==> src/rtl/xor_pkg.sv <==
// Shared definitions for the XOR encryption datapath: loader state encoding and
// the default frame geometry used by the loader, deserializer, assembler and serializer.
package xor_pkg;

    localparam int XOR_KEY_SIZE   = 4;
    localparam int XOR_MSG_SIZE   = 8;
    localparam int XOR_BIT_CYCLES = 2;

    typedef enum logic [2:0] {
        IDLE      = 3'd0,
        KEY       = 3'd1,
        GAP       = 3'd2,
        MSG       = 3'd3,
        WAIT_DONE = 3'd4
    } loader_state_e;

    function automatic int max_int(input int a, input int b);
        return (a > b) ? a : b;
    endfunction

endpackage

==> src/rtl/xor_frame_loader_bit_timer.sv <==
// Bit-period timer: counts BIT_CYCLES fast-clock cycles per serial bit and flags the
// last cycle of each period; held at zero while reload_i is high.
module bit_timer
    import xor_pkg::*;
#(
    parameter int BIT_CYCLES = XOR_BIT_CYCLES
) (
    input  logic clk_i,
    input  logic rst_ni,
    input  logic reload_i,
    output logic bit_tick_o
);

    localparam int CNT_W = $clog2(BIT_CYCLES + 1);
    localparam logic [CNT_W-1:0] LAST_CNT = CNT_W'(BIT_CYCLES - 1);

    logic [CNT_W-1:0] cnt_q;
    logic [CNT_W-1:0] cnt_d;

    assign bit_tick_o = (cnt_q == LAST_CNT);

    // Next count: restart outside the serial states and wrap at each bit boundary.
    always_comb begin
        cnt_d = cnt_q;
        if (reload_i || bit_tick_o) begin
            cnt_d = '0;
        end else begin
            cnt_d = cnt_q + CNT_W'(1);
        end
    end

    // Counter register with synchronous active-low reset.
    always_ff @(posedge clk_i) begin
        if (!rst_ni) begin
            cnt_q <= '0;
        end else begin
            cnt_q <= cnt_d;
        end
    end

endmodule

==> src/rtl/xor_frame_loader.sv <==
// Frame loader: accepts a key/message pair, serializes key then message onto the
// shared data line with load strobes, then waits for the downstream done flag.
module xor_frame_loader
    import xor_pkg::*;
#(
    parameter int KEY_SIZE     = XOR_KEY_SIZE,
    parameter int MSG_SIZE     = XOR_MSG_SIZE,
    parameter int BIT_CYCLES   = XOR_BIT_CYCLES,
    parameter int DONE_TIMEOUT = 255
) (
    input  logic                iClk,
    input  logic                iRst,
    input  logic                iValid,
    input  logic [KEY_SIZE-1:0] iKey,
    input  logic [MSG_SIZE-1:0] iMsg,
    output logic                oReady,
    output logic                oEn,
    output logic                oData,
    output logic                oLoad_key,
    output logic                oLoad_msg,
    input  logic                iDone_flag,
    output logic                oFrame_done,
    output logic                oError
);

    localparam int IDX_W = $clog2(max_int(KEY_SIZE, MSG_SIZE) + 1);
    localparam int TMO_W = $clog2(DONE_TIMEOUT + 1);
    localparam logic [IDX_W-1:0] KEY_LAST = IDX_W'(KEY_SIZE - 1);
    localparam logic [IDX_W-1:0] MSG_LAST = IDX_W'(MSG_SIZE - 1);
    localparam logic [TMO_W-1:0] TMO_LAST = TMO_W'(DONE_TIMEOUT - 1);
    localparam logic [TMO_W-1:0] TMO_MAX  = TMO_W'(DONE_TIMEOUT);

    loader_state_e       state_q, state_d;
    logic [KEY_SIZE-1:0] key_q, key_d;
    logic [MSG_SIZE-1:0] msg_q, msg_d;
    logic [IDX_W-1:0]    idx_q, idx_d;
    logic [TMO_W-1:0]    tmo_q, tmo_d;
    logic                seen_q, seen_d;
    logic                done_q;
    logic                ready_q, ready_d;
    logic                en_q, en_d;
    logic                data_q, data_d;
    logic                lk_q, lk_d;
    logic                lm_q, lm_d;
    logic                fd_q, fd_d;
    logic                err_q, err_d;
    logic                bit_tick_s;
    logic                reload_s;
    logic                done_fall_s;
    logic                timeout_s;

    assign reload_s    = !((state_q == KEY) || (state_q == GAP) || (state_q == MSG));
    assign done_fall_s = seen_q && done_q && !iDone_flag;
    assign timeout_s   = (tmo_q == TMO_LAST);

    bit_timer #(
        .BIT_CYCLES(BIT_CYCLES)
    ) u_bit_timer (
        .clk_i     (iClk),
        .rst_ni    (iRst),
        .reload_i  (reload_s),
        .bit_tick_o(bit_tick_s)
    );

    // Next-state, shift/counter updates and next values of the registered outputs.
    always_comb begin
        state_d = state_q;
        key_d   = key_q;
        msg_d   = msg_q;
        idx_d   = idx_q;
        tmo_d   = '0;
        seen_d  = 1'b0;
        fd_d    = 1'b0;
        err_d   = 1'b0;
        case (state_q)
            IDLE: begin
                if (iValid && ready_q) begin
                    key_d   = iKey;
                    msg_d   = iMsg;
                    idx_d   = '0;
                    state_d = KEY;
                end else begin
                    state_d = IDLE;
                end
            end
            KEY: begin
                if (bit_tick_s) begin
                    key_d = key_q << 1'b1;
                    if (idx_q == KEY_LAST) begin
                        idx_d   = '0;
                        state_d = GAP;
                    end else begin
                        idx_d = idx_q + IDX_W'(1);
                    end
                end else begin
                    state_d = KEY;
                end
            end
            GAP: begin
                if (bit_tick_s) begin
                    state_d = MSG;
                end else begin
                    state_d = GAP;
                end
            end
            MSG: begin
                if (bit_tick_s) begin
                    msg_d = msg_q << 1'b1;
                    if (idx_q == MSG_LAST) begin
                        idx_d   = '0;
                        state_d = WAIT_DONE;
                    end else begin
                        idx_d = idx_q + IDX_W'(1);
                    end
                end else begin
                    state_d = MSG;
                end
            end
            WAIT_DONE: begin
                // A completed high-then-low done cycle takes priority over the timeout.
                seen_d = seen_q | iDone_flag;
                tmo_d  = (tmo_q == TMO_MAX) ? tmo_q : tmo_q + TMO_W'(1);
                if (done_fall_s) begin
                    fd_d    = 1'b1;
                    state_d = IDLE;
                end else if (timeout_s) begin
                    err_d   = 1'b1;
                    state_d = IDLE;
                end else begin
                    state_d = WAIT_DONE;
                end
            end
            default: begin
                state_d = IDLE;
            end
        endcase

        ready_d = (state_d == IDLE);
        en_d    = (state_d != IDLE);
        lk_d    = (state_d == KEY);
        lm_d    = (state_d == MSG);
        if (state_d == KEY) begin
            data_d = key_d[KEY_SIZE-1];
        end else if (state_d == MSG) begin
            data_d = msg_d[MSG_SIZE-1];
        end else begin
            data_d = 1'b0;
        end
    end

    // State, datapath and output registers with synchronous active-low reset.
    always_ff @(posedge iClk) begin
        if (!iRst) begin
            state_q <= IDLE;
            key_q   <= '0;
            msg_q   <= '0;
            idx_q   <= '0;
            tmo_q   <= '0;
            seen_q  <= 1'b0;
            done_q  <= 1'b0;
            ready_q <= 1'b1;
            en_q    <= 1'b0;
            data_q  <= 1'b0;
            lk_q    <= 1'b0;
            lm_q    <= 1'b0;
            fd_q    <= 1'b0;
            err_q   <= 1'b0;
        end else begin
            state_q <= state_d;
            key_q   <= key_d;
            msg_q   <= msg_d;
            idx_q   <= idx_d;
            tmo_q   <= tmo_d;
            seen_q  <= seen_d;
            done_q  <= iDone_flag;
            ready_q <= ready_d;
            en_q    <= en_d;
            data_q  <= data_d;
            lk_q    <= lk_d;
            lm_q    <= lm_d;
            fd_q    <= fd_d;
            err_q   <= err_d;
        end
    end

    assign oReady      = ready_q;
    assign oEn         = en_q;
    assign oData       = data_q;
    assign oLoad_key   = lk_q;
    assign oLoad_msg   = lm_q;
    assign oFrame_done = fd_q;
    assign oError      = err_q;

endmodule

==> config.mk <==
export PLATFORM = sky130hd
export DESIGN_NAME = xor_frame_loader
export DESIGN_NICKNAME = d
export VERILOG_FILES = /design/src/rtl/xor_pkg.sv /design/src/rtl/xor_frame_loader_bit_timer.sv /design/src/rtl/xor_frame_loader.sv
export SDC_FILE = /design/constraint.sdc
export NUM_CORES = 1
export LEC_CHECK = 0
export CORE_MARGIN = 1
export CORE_UTILIZATION = 40
export CTS_BUF_LIST = sky130_fd_sc_hd__clkbuf_4 sky130_fd_sc_hd__clkbuf_8
export CTS_CLUSTER_DIAMETER = 150
export DETAILED_ROUTE_END_ITERATION = 8
export PLACE_DENSITY_LB_ADDON = 0.25
export SLEW_MARGIN = 20
export SYNTH_ARGS = -nofsm -noshare
export SYNTH_HDL_FRONTEND = slang
export SYNTH_SLANG_ARGS = --single-unit
==> constraint.sdc <==
create_clock -name iClk -period 4 [get_ports iClk]
set_clock_uncertainty 0.05 [all_clocks]
set_input_delay 0.8 -clock iClk [delete_from_list [all_inputs] [get_ports iClk]]
set_output_delay 0.8 -clock iClk [all_outputs]
set_load 0.02 [all_outputs]
==> flow_metrics.env <==
export IMPL_status="completed"
export IMPL_setup_tns_ns=0
export IMPL_crit_slowest_cell="nor2_1"
export IMPL_ant_nets=0
export IMPL_synth_top_area_cell="dfxtp_1"
export IMPL_ys_types=44
export IMPL_core_area_um2=3771
export IMPL_ys_seq_elements=38
export IMPL_fin_crit_ns=2.516
export IMPL_synth_nets=197
export IMPL_diodes=0
export IMPL_cts_max_level=2
export IMPL_rsz0062_at_grt="false"
export IMPL_setup_viol=0
export IMPL_critPathArrivalTime_ns=2.64
export IMPL_path_max_fanout=12
export IMPL_gp_congestion=0.8078
export IMPL_p_int_uw=618.5
export IMPL_antenna_found_initial=0
export IMPL_viasPerCell=5.614
export IMPL_synth_area_leaders="dfxtp_1 (47%), a21oi_1 (4.9%), nor2_1 (4.4%), a222oi_1 (3.7%), nand3_1 (3.7%)"
export IMPL_hpwl_um=2475
export IMPL_drv_slew=0
export IMPL_ys_warn_count=0
export IMPL_grt_max_degree=16
export IMPL_netlist_area_um2=1625
export IMPL_synthCells=177
export IMPL_cts_buffers=5
export IMPL_start_util_pct=43.10
export IMPL_crit_family="simple AND/OR/NAND/NOR gates"
export IMPL_synth_commonest_cells="dfxtp_1 (38), nor2_1 (19), a21oi_1 (16), nand3_1 (12), nand2_1 (9)"
export IMPL_die_y_um=65.75
export IMPL_synth_ff_type="dfxtp_1"
export IMPL_postCtsHoldBufs=0
export IMPL_maxSlewHeadroom_pct=50.22
export IMPL_grt_busiest_layer="met2"
export IMPL_wl_per_cell_um=13.57
export IMPL_clk_pin_slew_worst_paths_ns=0.07
export IMPL_die_area_um2=4322
export IMPL_drc_errors=0
export IMPL_cts_resized=0
export IMPL_post_route_util_pct=52.36
export IMPL_num_rows=22
export IMPL_pwr_share_comb_pct=10.4
export IMPL_cts_tree="yes"
export IMPL_cts_buffer_depth=2
export IMPL_vdd_drop_max_mv=0.2057
export IMPL_drt_iter0_drc=106
export IMPL_fp_dieW_um=65.75
export IMPL_clock_fmax_mhz=397.5
export IMPL_path_cells="clkdlybuf4s50_1 -> nand4bb_1 -> nor2_1 -> o21ai_0 -> o311a_1"
export IMPL_power_switching_uw=180.5
export IMPL_hold_class="reg -> reg"
export IMPL_synth_most_common_cell="dfxtp_1"
export IMPL_met1_usage_pct=19.91
export IMPL_n_fill_cell=353
export IMPL_avgSynthCellArea_um2=9.183
export IMPL_grtUsageMet3_pct=4.514
export IMPL_grt_pass1_wl_um=5630
export IMPL_worstMarginPinSlew_ns=0.7440
export IMPL_finalHoldViolations=0
export IMPL_grt_use_met2_pct=29.34
export IMPL_grt_pass1_vias=1344
export IMPL_final_layout_size_suffix_gt1_share_pct=6.061
export IMPL_track_usage_pct=17.12
export IMPL_clock_sinks=38
export IMPL_yosysSeqAreaShare_pct=46.81
export IMPL_clk_latency_ns=0.28
export IMPL_critPathKind="in -> reg"
export IMPL_finalCritPeriodShare_pct=62.89
export IMPL_endpoint_kind="flop"
export IMPL_cts_setup_buffers=0
export IMPL_num_io_pins=23
export IMPL_worst_r2r_setup_slack_ns=1.94
export IMPL_drt_pass1_iter_count=5
export IMPL_port_buffers=22
export IMPL_pwr_share_clk_pct=39.0
export IMPL_routed_wl_um=3339
export IMPL_leakage_uw=0.0006998
export IMPL_critPathMaxStageDelay_ns=0.61
export IMPL_switching_share_pct=22.59
export IMPL_cp_buffers_inverters=1
export IMPL_synth_top_area_share_pct=46.81
export IMPL_gr_total_overflow=0
export IMPL_p_per_area_nw_per_um2=404.7
export IMPL_critPathLaunchType="primary input"
export IMPL_syn2layout_area_growth_pct=21.48
export IMPL_vias=1381
export IMPL_ys_async_sr_fraction_pct=0
export IMPL_pwr_share_seq_pct=50.6
export IMPL_clockRootBuffer="clkbuf_8"
export IMPL_required_ns=4.12
export IMPL_num_nets_final=217
export IMPL_maxCapViolCount=0
export IMPL_synth_enable_flop_cells=0
## state kept, by name, summed over array words and instances, names as in the netlist
| signal | count |
|---|---|
| tmo_q | 8 |
| oEn | 1 |
| oFrame_done | 1 |
| done_q | 1 |
| oLoad_msg | 1 |
| oError | 1 |
| seen_q | 1 |
| oReady | 1 |
| key_q | 4 |
| oData | 1 |
| oLoad_key | 1 |
| msg_q | 8 |
| state_q | 3 |
| idx_q | 4 |
| u_bit_timer.cnt_q | 2 |
## cell families (layout without fill, tap and decap cells)
kind of cell	Yosys count	after routing	synth area share [%]
AO/OA/AOI/OAI	43	43	18.17
XOR/XNOR	6	6	3.233
adder cells (fa/ha/maj)	4	4	3.079
buffers and inverters	14	35	3.618
flip-flops	38	38	46.81
multiplexers	2	2	1.232
AND/OR/NAND/NOR	70	70	23.86
## placed cells by master (no fill, tap or decap), types with 3 or more instances in the layout
master / instances
a22oi_1: 3
nand2b_1: 3
a222oi_1: 6
nand3_1: 12
clkbuf_8: 5
xnor2_1: 4
o21ai_0: 4
inv_1: 5
dfxtp_1: 38
ha_1: 4
a21oi_1: 16
nand2_1: 9
nor2_1: 19
and3_1: 4
clkdlybuf4s50_1: 22
## stage by stage
stage / setup WS [ns] / power, uW / cell area, um2 / hold slack, ns / instances
after floorplan: 2.098 / 461.0 / 1625 / 0.3572 / 177
after global placement: 1.289 / 492.7 / 1866 / 0.3676 / 238
after detailed placement: 1.229 / 495.7 / 1866 / 0.3996 / 238
after CTS: 1.519 / 806.1 / 1974 / 0.4105 / 246
after global routing: 1.381 / 835.3 / 1974 / 0.4275 / 246
final: 1.484 / 799.0 / 1974 / 0.4051 / 246
## cell type report
| type | instances | area (um2) | area share (%) |
|---|---|---|---|
| inverter | 5 | 18.77 | 0.9506 |
| tap | 48 | 60.06 | 3.042 |
| clock buffer | 5 | 68.82 | 3.485 |
| multi-input combinational | 125 | 805.8 | 40.81 |
| clock inverter | 3 | 40.04 | 2.028 |
| timing repair buffer | 22 | 220.2 | 11.15 |
| sequential | 38 | 760.7 | 38.53 |
## routing by layer
| layer | up-vias | part of all wire, % |
|---|---|---|
| li1 | 695 | - |
| met1 | 649 | 46 |
| met2 | 32 | 48 |
| met3 | 5 | 4.3 |
| met4 | 0 | 1.1 |
| met5 | - | 0 |
## final timing paths
path | startpoint | endpoint | depth (start not counted)
max | iValid | oData | 5
min | u_bit_timer.cnt_q[0] | u_bit_timer.cnt_q[0] | 1
max reg2reg | state_q[0] | oData | 4
min reg2reg | u_bit_timer.cnt_q[0] | u_bit_timer.cnt_q[0] | 1
## power groups by stage
stage | Combinational [uW] | Clock [uW] | Sequential, uW
global placement | 81.0 | 0 | 412
global route | 91.1 | 338 | 406
floorplan | 48.1 | 0 | 413
CTS | 83.3 | 319 | 404
detailed placement | 83.1 | 0 | 413
finish | 83.1 | 312 | 404
No activity file was read; power rests on OpenSTA's default activity.
